`src/rtl/memory_port_arbiter_pkg.sv`:
```
// Shared encodings for the unified memory port arbiter: FSM states, requester IDs
// and the mapping from a granted requester to its wait state.
package memory_port_arbiter_pkg;

    typedef enum logic [1:0] {
        ARB_IDLE       = 2'd0,
        ARB_FETCH_WAIT = 2'd1,
        ARB_LOAD_WAIT  = 2'd2,
        ARB_STORE_WAIT = 2'd3
    } memArbState_;

    typedef enum logic [1:0] {
        REQ_FETCH = 2'd0,
        REQ_LOAD  = 2'd1,
        REQ_STORE = 2'd2
    } memRequester_;

    function automatic memArbState_ wait_state_for(input memRequester_ req);
        memArbState_ st;
        case (req)
            REQ_FETCH: st = ARB_FETCH_WAIT;
            REQ_LOAD:  st = ARB_LOAD_WAIT;
            REQ_STORE: st = ARB_STORE_WAIT;
            default:   st = ARB_IDLE;
        endcase
        return st;
    endfunction

endpackage

```
`src/rtl/memory_port_arbiter.sv`:
```
// Shares one memory port between instruction fetch and the Memory stage, one transaction
// at a time. Optional wait-state timeout abort is enabled by defining MEM_ARB_TIMEOUT_EN.
module memory_port_arbiter
    import memory_port_arbiter_pkg::*;
#(
    parameter int FETCH_STARVE_LIMIT = 4
`ifdef MEM_ARB_TIMEOUT_EN
    , parameter int TIMEOUT_CYCLES = 256
`endif
) (
    input  logic        clock,
    input  logic        reset,
    input  logic        fetchRequest,
    input  logic [31:0] fetchAddress,
    input  logic        fetchFlush,
    output logic [31:0] fetchData,
    output logic        fetchValid,
    input  logic        loadRequest,
    input  logic        storeValid,
    input  logic [31:0] addressRegister,
    input  logic [31:0] storeData,
    input  logic [3:0]  storeByteEnable,
    output logic [31:0] loadData,
    output logic        loadDataValid,
    output logic        storeComplete,
    output logic        memRequest,
    output logic        memWrite,
    output logic [31:0] memAddress,
    output logic [31:0] memWriteData,
    output logic [3:0]  memByteEnable,
    input  logic [31:0] memReadData,
    input  logic        memResponseValid,
    output logic        busError
);

    localparam int STARVE_W = $clog2(FETCH_STARVE_LIMIT + 1);
    localparam logic [STARVE_W-1:0] STARVE_MAX = STARVE_W'(FETCH_STARVE_LIMIT);
    localparam logic [STARVE_W-1:0] STARVE_ONE = STARVE_W'(1);

    memArbState_         state_r;
    memArbState_         state_s;
    logic [STARVE_W-1:0] starve_r;
    logic                drain_r;
    logic                mem_req_r;
    logic                mem_write_r;
    logic [31:0]         mem_addr_r;
    logic [31:0]         mem_wdata_r;
    logic [3:0]          mem_be_r;
    logic                grant_s;
    memRequester_        grant_req_s;
    logic                done_s;
    logic                timeout_s;
    logic                fetch_ok_s;
    logic                force_fetch_s;

    // A flush in IDLE blocks the fetch grant; a starved fetch overrides data priority.
    assign fetch_ok_s    = fetchRequest && !fetchFlush;
    assign force_fetch_s = fetchRequest && (starve_r == STARVE_MAX);

    // Arbitration in IDLE and completion detection in the wait states
    always_comb begin
        state_s     = state_r;
        grant_s     = 1'b0;
        grant_req_s = REQ_FETCH;
        done_s      = 1'b0;
        case (state_r)
            ARB_IDLE: begin
                if (force_fetch_s && fetch_ok_s) begin
                    grant_s     = 1'b1;
                    grant_req_s = REQ_FETCH;
                end else if (storeValid) begin
                    grant_s     = 1'b1;
                    grant_req_s = REQ_STORE;
                end else if (loadRequest) begin
                    grant_s     = 1'b1;
                    grant_req_s = REQ_LOAD;
                end else if (fetch_ok_s) begin
                    grant_s     = 1'b1;
                    grant_req_s = REQ_FETCH;
                end else begin
                    grant_s     = 1'b0;
                end
                if (grant_s) begin
                    state_s = wait_state_for(grant_req_s);
                end else begin
                    state_s = ARB_IDLE;
                end
            end
            ARB_FETCH_WAIT, ARB_LOAD_WAIT, ARB_STORE_WAIT: begin
                if (memResponseValid || timeout_s) begin
                    done_s  = 1'b1;
                    state_s = ARB_IDLE;
                end else begin
                    state_s = state_r;
                end
            end
            default: state_s = ARB_IDLE;
        endcase
    end

    // FSM state and the bus payload latched at grant, held until completion
    always_ff @(posedge clock or negedge reset) begin
        if (!reset) begin
            state_r     <= ARB_IDLE;
            mem_req_r   <= 1'b0;
            mem_write_r <= 1'b0;
            mem_addr_r  <= 32'h0;
            mem_wdata_r <= 32'h0;
            mem_be_r    <= 4'b0000;
        end else begin
            state_r <= state_s;
            if (grant_s) begin
                mem_req_r   <= 1'b1;
                mem_write_r <= (grant_req_s == REQ_STORE);
                mem_addr_r  <= (grant_req_s == REQ_FETCH) ? fetchAddress : addressRegister;
                mem_wdata_r <= (grant_req_s == REQ_STORE) ? storeData : 32'h0;
                mem_be_r    <= (grant_req_s == REQ_STORE) ? storeByteEnable : 4'b1111;
            end else if (done_s) begin
                mem_req_r   <= 1'b0;
                mem_write_r <= 1'b0;
                mem_be_r    <= 4'b0000;
            end
        end
    end

    // Fetch starvation count and the flushed-fetch drain flag
    always_ff @(posedge clock or negedge reset) begin
        if (!reset) begin
            starve_r <= {STARVE_W{1'b0}};
            drain_r  <= 1'b0;
        end else begin
            if (!fetchRequest || (grant_s && (grant_req_s == REQ_FETCH))) begin
                starve_r <= {STARVE_W{1'b0}};
            end else if (grant_s && (starve_r != STARVE_MAX)) begin
                starve_r <= starve_r + STARVE_ONE;
            end
            drain_r <= (state_r == ARB_FETCH_WAIT) && !done_s && (drain_r || fetchFlush);
        end
    end

`ifdef MEM_ARB_TIMEOUT_EN
    localparam int WAIT_W = $clog2(TIMEOUT_CYCLES + 1);
    localparam logic [WAIT_W-1:0] WAIT_LAST = WAIT_W'(TIMEOUT_CYCLES - 1);
    localparam logic [WAIT_W-1:0] WAIT_ONE  = WAIT_W'(1);

    logic [WAIT_W-1:0] wait_cnt_r;

    // Wait-state cycle counter; zero on the first wait cycle of every transaction
    always_ff @(posedge clock or negedge reset) begin
        if (!reset) begin
            wait_cnt_r <= {WAIT_W{1'b0}};
        end else if ((state_r == ARB_IDLE) || done_s) begin
            wait_cnt_r <= {WAIT_W{1'b0}};
        end else begin
            wait_cnt_r <= wait_cnt_r + WAIT_ONE;
        end
    end

    assign timeout_s = (state_r != ARB_IDLE) && !memResponseValid && (wait_cnt_r == WAIT_LAST);
`else
    assign timeout_s = 1'b0;
`endif

    assign memRequest    = mem_req_r;
    assign memWrite      = mem_write_r;
    assign memAddress    = mem_addr_r;
    assign memWriteData  = mem_wdata_r;
    assign memByteEnable = mem_be_r;

    // Completions are returned in the response cycle; an aborted read returns zero.
    assign fetchValid    = (state_r == ARB_FETCH_WAIT) && done_s && !drain_r && !fetchFlush;
    assign loadDataValid = (state_r == ARB_LOAD_WAIT) && done_s;
    assign storeComplete = (state_r == ARB_STORE_WAIT) && done_s;
    assign fetchData     = timeout_s ? 32'h0 : memReadData;
    assign loadData      = timeout_s ? 32'h0 : memReadData;
    assign busError      = timeout_s;

endmodule

```
`config.mk`:
```
export PLATFORM = sky130hd
export DESIGN_NAME = memory_port_arbiter
export DESIGN_NICKNAME = d
export VERILOG_FILES = /design/src/rtl/memory_port_arbiter_pkg.sv /design/src/rtl/memory_port_arbiter.sv
export SDC_FILE = /design/constraint.sdc
export NUM_CORES = 1
export LEC_CHECK = 0
export CORE_MARGIN = 2
export CORE_UTILIZATION = 35
export CTS_CLUSTER_SIZE = 12
export DETAILED_ROUTE_END_ITERATION = 12
export PLACE_DENSITY = 0.92
export SLEW_MARGIN = 5
export SYNTH_ARGS = -nofsm -noshare
export SYNTH_HDL_FRONTEND = slang
export SYNTH_SLANG_ARGS = --single-unit
export TNS_END_PERCENT = 1
```
`constraint.sdc`:
```
create_clock -name clock -period 2.25 [get_ports clock]
set_clock_uncertainty 0.1 [all_clocks]
set_input_delay 0.675 -clock clock [delete_from_list [all_inputs] [get_ports clock]]
set_output_delay 0.675 -clock clock [all_outputs]
set_load 0.03 [all_outputs]
```
==> results.yml, run 1 <==
sta:
  setup_viol: 0
  finalHoldViolations: 0
  fin_crit_sh_pct: 96.6
  fin_tns_setup_ns: 0
  grt_setup_unrepaired: "false"
  holdWs_ns: 0.178
  period_needed_ns: 2.17
  clock.fmax_ghz: 0.460
  slew_headroom_pct: 61.1
  worstMarginPinSlew_ns: 0.581
  slew_viol_final: 0
power_and_ir_drop:
  powerDensity_nw_per_um2: 1390
  vdd_drop_max_mv: 0.766
  leakagePower_nw: 2.38
  finalPower_mw: 7.75
detailed_routing:
  first_pass_iters: 4
  avgViaCountPerCell: 4.92
  drtIter0Drc: 161
  drc: 0
  wirelength_um: 9680
  final_antenna_net_count: 0
  num_vias: 3020
  drt-wirelength-per-cell_um: 15.8
final_layout:
  final_layout_size_suffix_gt1_share_pct: 14.1
  synthToLayoutAreaGrowth_pct: 45.1
  final_nets: 611
  diodes: 0
  final_area_um2: 5580
  utilization_pct: 51.7
clock_network:
  clock-sinks: 76
  cts_root_buffer: "clkbuf_8"
  clk_path_buf_depth: 2
  htreeDepth: 3
  clkTransAtPathRegs_ns: 0.08
  cts_tree: "yes"
  cts_setup_buffers: 0
  cts_made_buffers: 9
  cts_hold_buf: 0
  clk_latency_ns: 0.34
setup_path:
  worst_r2r_startpoint: "starve_r[0]"
  worstSetupPathType: "reg2out"
  crit_path_max_incr_delay_ns: 0.69
  path_buf_inv: 1
  crit_required_ns: 1.47
  rr_endpoint: "memAddress[22]"
  end_kind: "primary output"
  cp.arrival_ns: 1.40
  cp_top_family: "buffers and inverters"
  worstPathMaxFanout: 2
  reg2reg_slack_ns: 0.34
  critPathSlowestCell: "clkdlybuf4s50_1"
  crit_chain: "clkdlybuf4s50_1"
  start_kind: "flip-flop"
  ff2ff_path_depth: 6
grt:
  grt_pass1_vias: 3199
  grt_start_max_net_pins: 61
  grtUsageTotal_pct: 16.3
  grt_pass1_wl_um: 15200
  overflow: 0
  antenna_found_initial: 0
die:
  core_um2: 10800
  dieWidth_um: 109
  ioPinCount: 277
  initial_utilization_pct: 35.6
  fp.dieArea_um2: 11800
  die_y_um: 109
  std_cell_rows: 38
place:
  postPlaceCellArea_um2: 5340
  hpwl_um: 7450
  place_congestion: 0.779
  port_buffers: 179
synth:
  yosysSeqAreaShare_pct: 49.4
  netlist_area_um2: 3850
  yosysWarnings: 0
  synth-seq-cells: 76
  syn_avg_cell_area_um2: 11.0
  yosys.cell_types.count: 35
  synthCells: 350
  synth_fp_nets: 491
run:
  drv_cap: 0
worst_hold_path:
  hold_path_class: "in2async"
outcome:
  status: "complete, no violations"
-- worst max-delay path by stage --
stage | start | end | slack (ns) | depth (start not counted)
after detailed placement | fetchFlush | fetchValid | -0.22 | 5
after global placement | fetchFlush | fetchValid | -0.17 | 5
after global routing | memAddress[19] | memAddress[19] | 0.02 | 1
after floorplan | fetchFlush | fetchValid | 0.22 | 3
final | memWriteData[23] | memWriteData[23] | 0.08 | 1
after CTS | fetchFlush | fetchValid | 0.03 | 5
-- per-layer routing --
metal  global-route usage [%]  vias to the layer above  routed length (µm)
met1                     17.4                     1456                3490
li1                         -                     1409                   -
met4                     5.77                        0                 225
met3                     6.34                       38                 879
met5                        0                        -                   0
met2                     29.3                      117                5090
-- synth_stat cells (all sizes together) --
library cell  count  share of area [%]
buf              84                 17
dfrtp            76                 49
a22o             32                7.3
nand2            31                3.0
o21ai            31                4.7
nor2             29                3.0
o22ai            26                7.5
a21oi             7               0.91
a221oi            7                1.8
inv               4               0.39
nand3             4               0.52
nor3              3               0.39
and3              2               0.33
ha                2               0.65
o21a              2               0.39
and2              1               0.16
and2b             1               0.26
and4b             1               0.26
clkbuf            1              0.097
conb              1              0.097
nand4b            1               0.39
nor3b             1               0.20
nor4              1               0.16
o41ai             1               0.42
or2               1               0.23
-- kinds of logic (layout without fill, tap and decap cells) --
group | after synthesis | count (layout) | synth area share, %
fa+ha+maj | 2 | 2 | 0.650
other cells | 1 | 1 | 0.0975
buf+inv | 89 | 213 | 17.9
flops | 76 | 76 | 49.4
compound gates | 106 | 106 | 23.0
simple gates | 76 | 76 | 8.94
-- timing repair --
| item | in CTS | in global routing |
|---|---|---|
| gates resized for setup | 3 | 2 |
| endpoints found under the setup margin | 3 | 1 |
| endpoints found under the hold margin | 0 | 0 |
| pin swaps | 1 | 1 |
| gates cloned | 0 | 0 |
-- metrics by stage --
step	setup WS (ns)	instances
3_3_place_gp	-0.173	599
3_5_place_dp	-0.216	599
6_report	0.0772	614
5_1_grt	0.0187	614
4_1_cts	0.0302	614
2_1_floorplan	0.222	350
-- cell type report --
cell class,instances,area (µm²)
fillers,963,5210
repair buffers,194,1980
flip-flops and latches,76,1900
multi-input cells,185,1260
well taps,140,175
clock buffers,10,128
clock inverters,5,125
inverters,4,15.0
-- registers in the layout (all words and copies together) (netlist names) --
register       flops
state_r            2
memAddress        32
memByteEnable      4
memWrite           1
drain_r            1
memRequest         1
memWriteData      32
starve_r           3
-- layout by cell type, fill, tap and decap left out, drive strengths merged, types with 2 or more instances in the layout --
| master | n |
|---|---|
| bufinv | 4 |
| o21a | 2 |
| nand2 | 31 |
| a221oi | 7 |
| nor2 | 29 |
| ha | 2 |
| clkbuf | 11 |
| inv | 4 |
| nand3 | 4 |
| a21oi | 7 |
| o21ai | 31 |
| a22o | 32 |
| and3 | 2 |
| clkdlybuf4s50 | 173 |
| dfrtp | 76 |
| buf | 19 |
| nor3 | 3 |
| o22ai | 26 |
-- where the power goes --
group	leakage, nW	switching, mW	internal (mW)
combinational	1.30	2.31	1.81
sequential	0.953	0.346	1.94
clock	0.126	0.497	0.842
(Power assumes the default switching activity.)
==> run 2: changes to the inputs <==
Settings changed: GPL_TIMING_DRIVEN set to 0.
==> run 2 against run 1 <==
Against the previous run: critical path depth did not move; critical endpoint is now memAddress[6]; global-route usage up 3.0 points; largest cell class unchanged; sequential cell count did not move; core utilization rose by 10 points; routed wire length is 22% higher; power grew 4.0%.
==> results.yml, run 2 (same netlist as run 1, synthesis figures left out) <==
outcome:
  status: "complete, no violations"
place:
  hpwl_um: 9340
  place_congestion: 0.803
  port_buffers: 243
clock_network:
  clkTransAtPathRegs_ns: 0.08
  clk_path_buf_depth: 2
  clock-sinks: 76
  cts_tree: "yes"
  cts_root_buffer: "clkbuf_8"
  cts_made_buffers: 9
  htreeDepth: 3
  clk_latency_ns: 0.34
sta:
  slew_viol_final: 0
  period_needed_ns: 2.21
  setup_viol: 0
  fin_crit_sh_pct: 98.0
  worstMarginPinSlew_ns: 0.564
  grt_setup_unrepaired: "true"
  finalHoldViolations: 0
  clock.fmax_ghz: 0.453
  slew_headroom_pct: 62.2
grt:
  grt_pass1_wl_um: 17900
  grt_pass1_vias: 3625
  grtUsageTotal_pct: 19.3
  grt_start_max_net_pins: 43
  antenna_found_initial: 0
  overflow: 0
setup_path:
  worstSetupEndpoint: "memAddress[6]"
  critPathSlowestCell: "clkdlybuf4s50_1"
  cp_top_family: "buffers and inverters"
  worstSetupStartpoint: "memAddress[6]"
  start_kind: "flip-flop"
  crit_cells: 1
  path_buf_inv: 1
  worst_r2r_startpoint: "starve_r[0]"
  crit_required_ns: 1.47
  ff2ff_path_depth: 7
  worstSetupPathType: "reg2out"
  reg2reg_slack_ns: 0.34
  cp.arrival_ns: 1.43
  crit_path_max_incr_delay_ns: 0.71
  end_kind: "primary output"
  crit_chain: "clkdlybuf4s50_1"
  worstPathMaxFanout: 2
  rr_endpoint: "memAddress[23]"
final_layout:
  multi_input_area_um2: 1260
  synthToLayoutAreaGrowth_pct: 74.3
  layout_common_cells: "clkdlybuf4s50_1 (237), dfrtp_1 (76), buf_4 (75), a22o_1 (32), nand2_1 (31)"
  final_layout_size_suffix_gt1_share_pct: 22.6
  utilization_pct: 62.1
  regArea_um2: 1900
  diodes: 0
  final_nets: 747
  final_common_cell: "clkdlybuf4s50_1"
  fillers: 867
detailed_routing:
  wirelength_um: 11800
  drtIter0Drc: 175
  num_vias: 3598
  first_pass_iters: 5
  final_antenna_net_count: 0
  drt-wirelength-per-cell_um: 15.7
  drc: 0
  avgViaCountPerCell: 4.79
die:
  dieWidth_um: 109
  die_y_um: 109
  fp.dieArea_um2: 11800
  ioPinCount: 277
  core_um2: 10800
  initial_utilization_pct: 35.6
  std_cell_rows: 38
run:
  drv_cap: 0
power_and_ir_drop:
  finalPower_mw: 8.06
  vdd_drop_max_mv: 0.726
  powerDensity_nw_per_um2: 1200
  leakagePower_nw: 2.94
worst_hold_path:
  hold_path_class: "in2async"
-- run 2: what timing repair did --
action                     4_1_cts  5_1_grt
hold endpoints to repair         0        0
setup buffers                    1        0
setup endpoints to repair        3        2
pin swaps                        2        1
gates resized for setup         22        1
hold buffers                     0        0
-- run 2: stage by stage --
| stage | cell area, µm² | instances | TNS [ns] | setup slack [ns] | hold WS, ns |
|---|---|---|---|---|---|
| finish | 6710 | 751 | 0 | 0.0448 | 0.181 |
| detailed placement | 6480 | 734 | -13.01 | -0.798 | 0.372 |
| global placement | 6460 | 733 | -168.84 | -2.09 | 0.362 |
| CTS | 6700 | 751 | 0 | 0.00722 | 0.189 |
| floorplan | 3850 | 350 | 0 | 0.222 | 0.279 |
| global route | 6710 | 751 | -0.0133 | -0.0133 | 0.193 |
-- run 2: worst min-delay path by stage --
stage	endpoint
after floorplan	drain_r
after global placement	memAddress[27]
after detailed placement	memAddress[27]
after CTS	memAddress[29]
after global routing	memAddress[29]
final	memAddress[29]
-- run 2: area by class of cell --
| class | count | share of cell area [%] |
|---|---|---|
| buffer | 85 | 10.1 |
| clock buffer | 11 | 2.11 |
| clock inverter | 5 | 1.27 |
| inverter | 4 | 0.224 |
| multi-input combinational | 185 | 18.8 |
| sequential | 76 | 28.4 |
| tap | 140 | 2.61 |
| timing repair buffer | 245 | 36.5 |
-- run 2: report_power, final --
group / switching, mW / internal (mW)
clock network: 0.522 / 0.660
registers: 0.353 / 1.94
logic: 2.55 / 2.03
-- run 2: metal layers --
layer / routed length [µm] / vias to the layer above / track usage [%]
met5: 0 / - / 0
met4: 138 / 0 / 4.49
met3: 981 / 13 / 5.26
met2: 6230 / 162 / 35.7
met1: 4430 / 1740 / 22.1
li1: - / 1683 / -
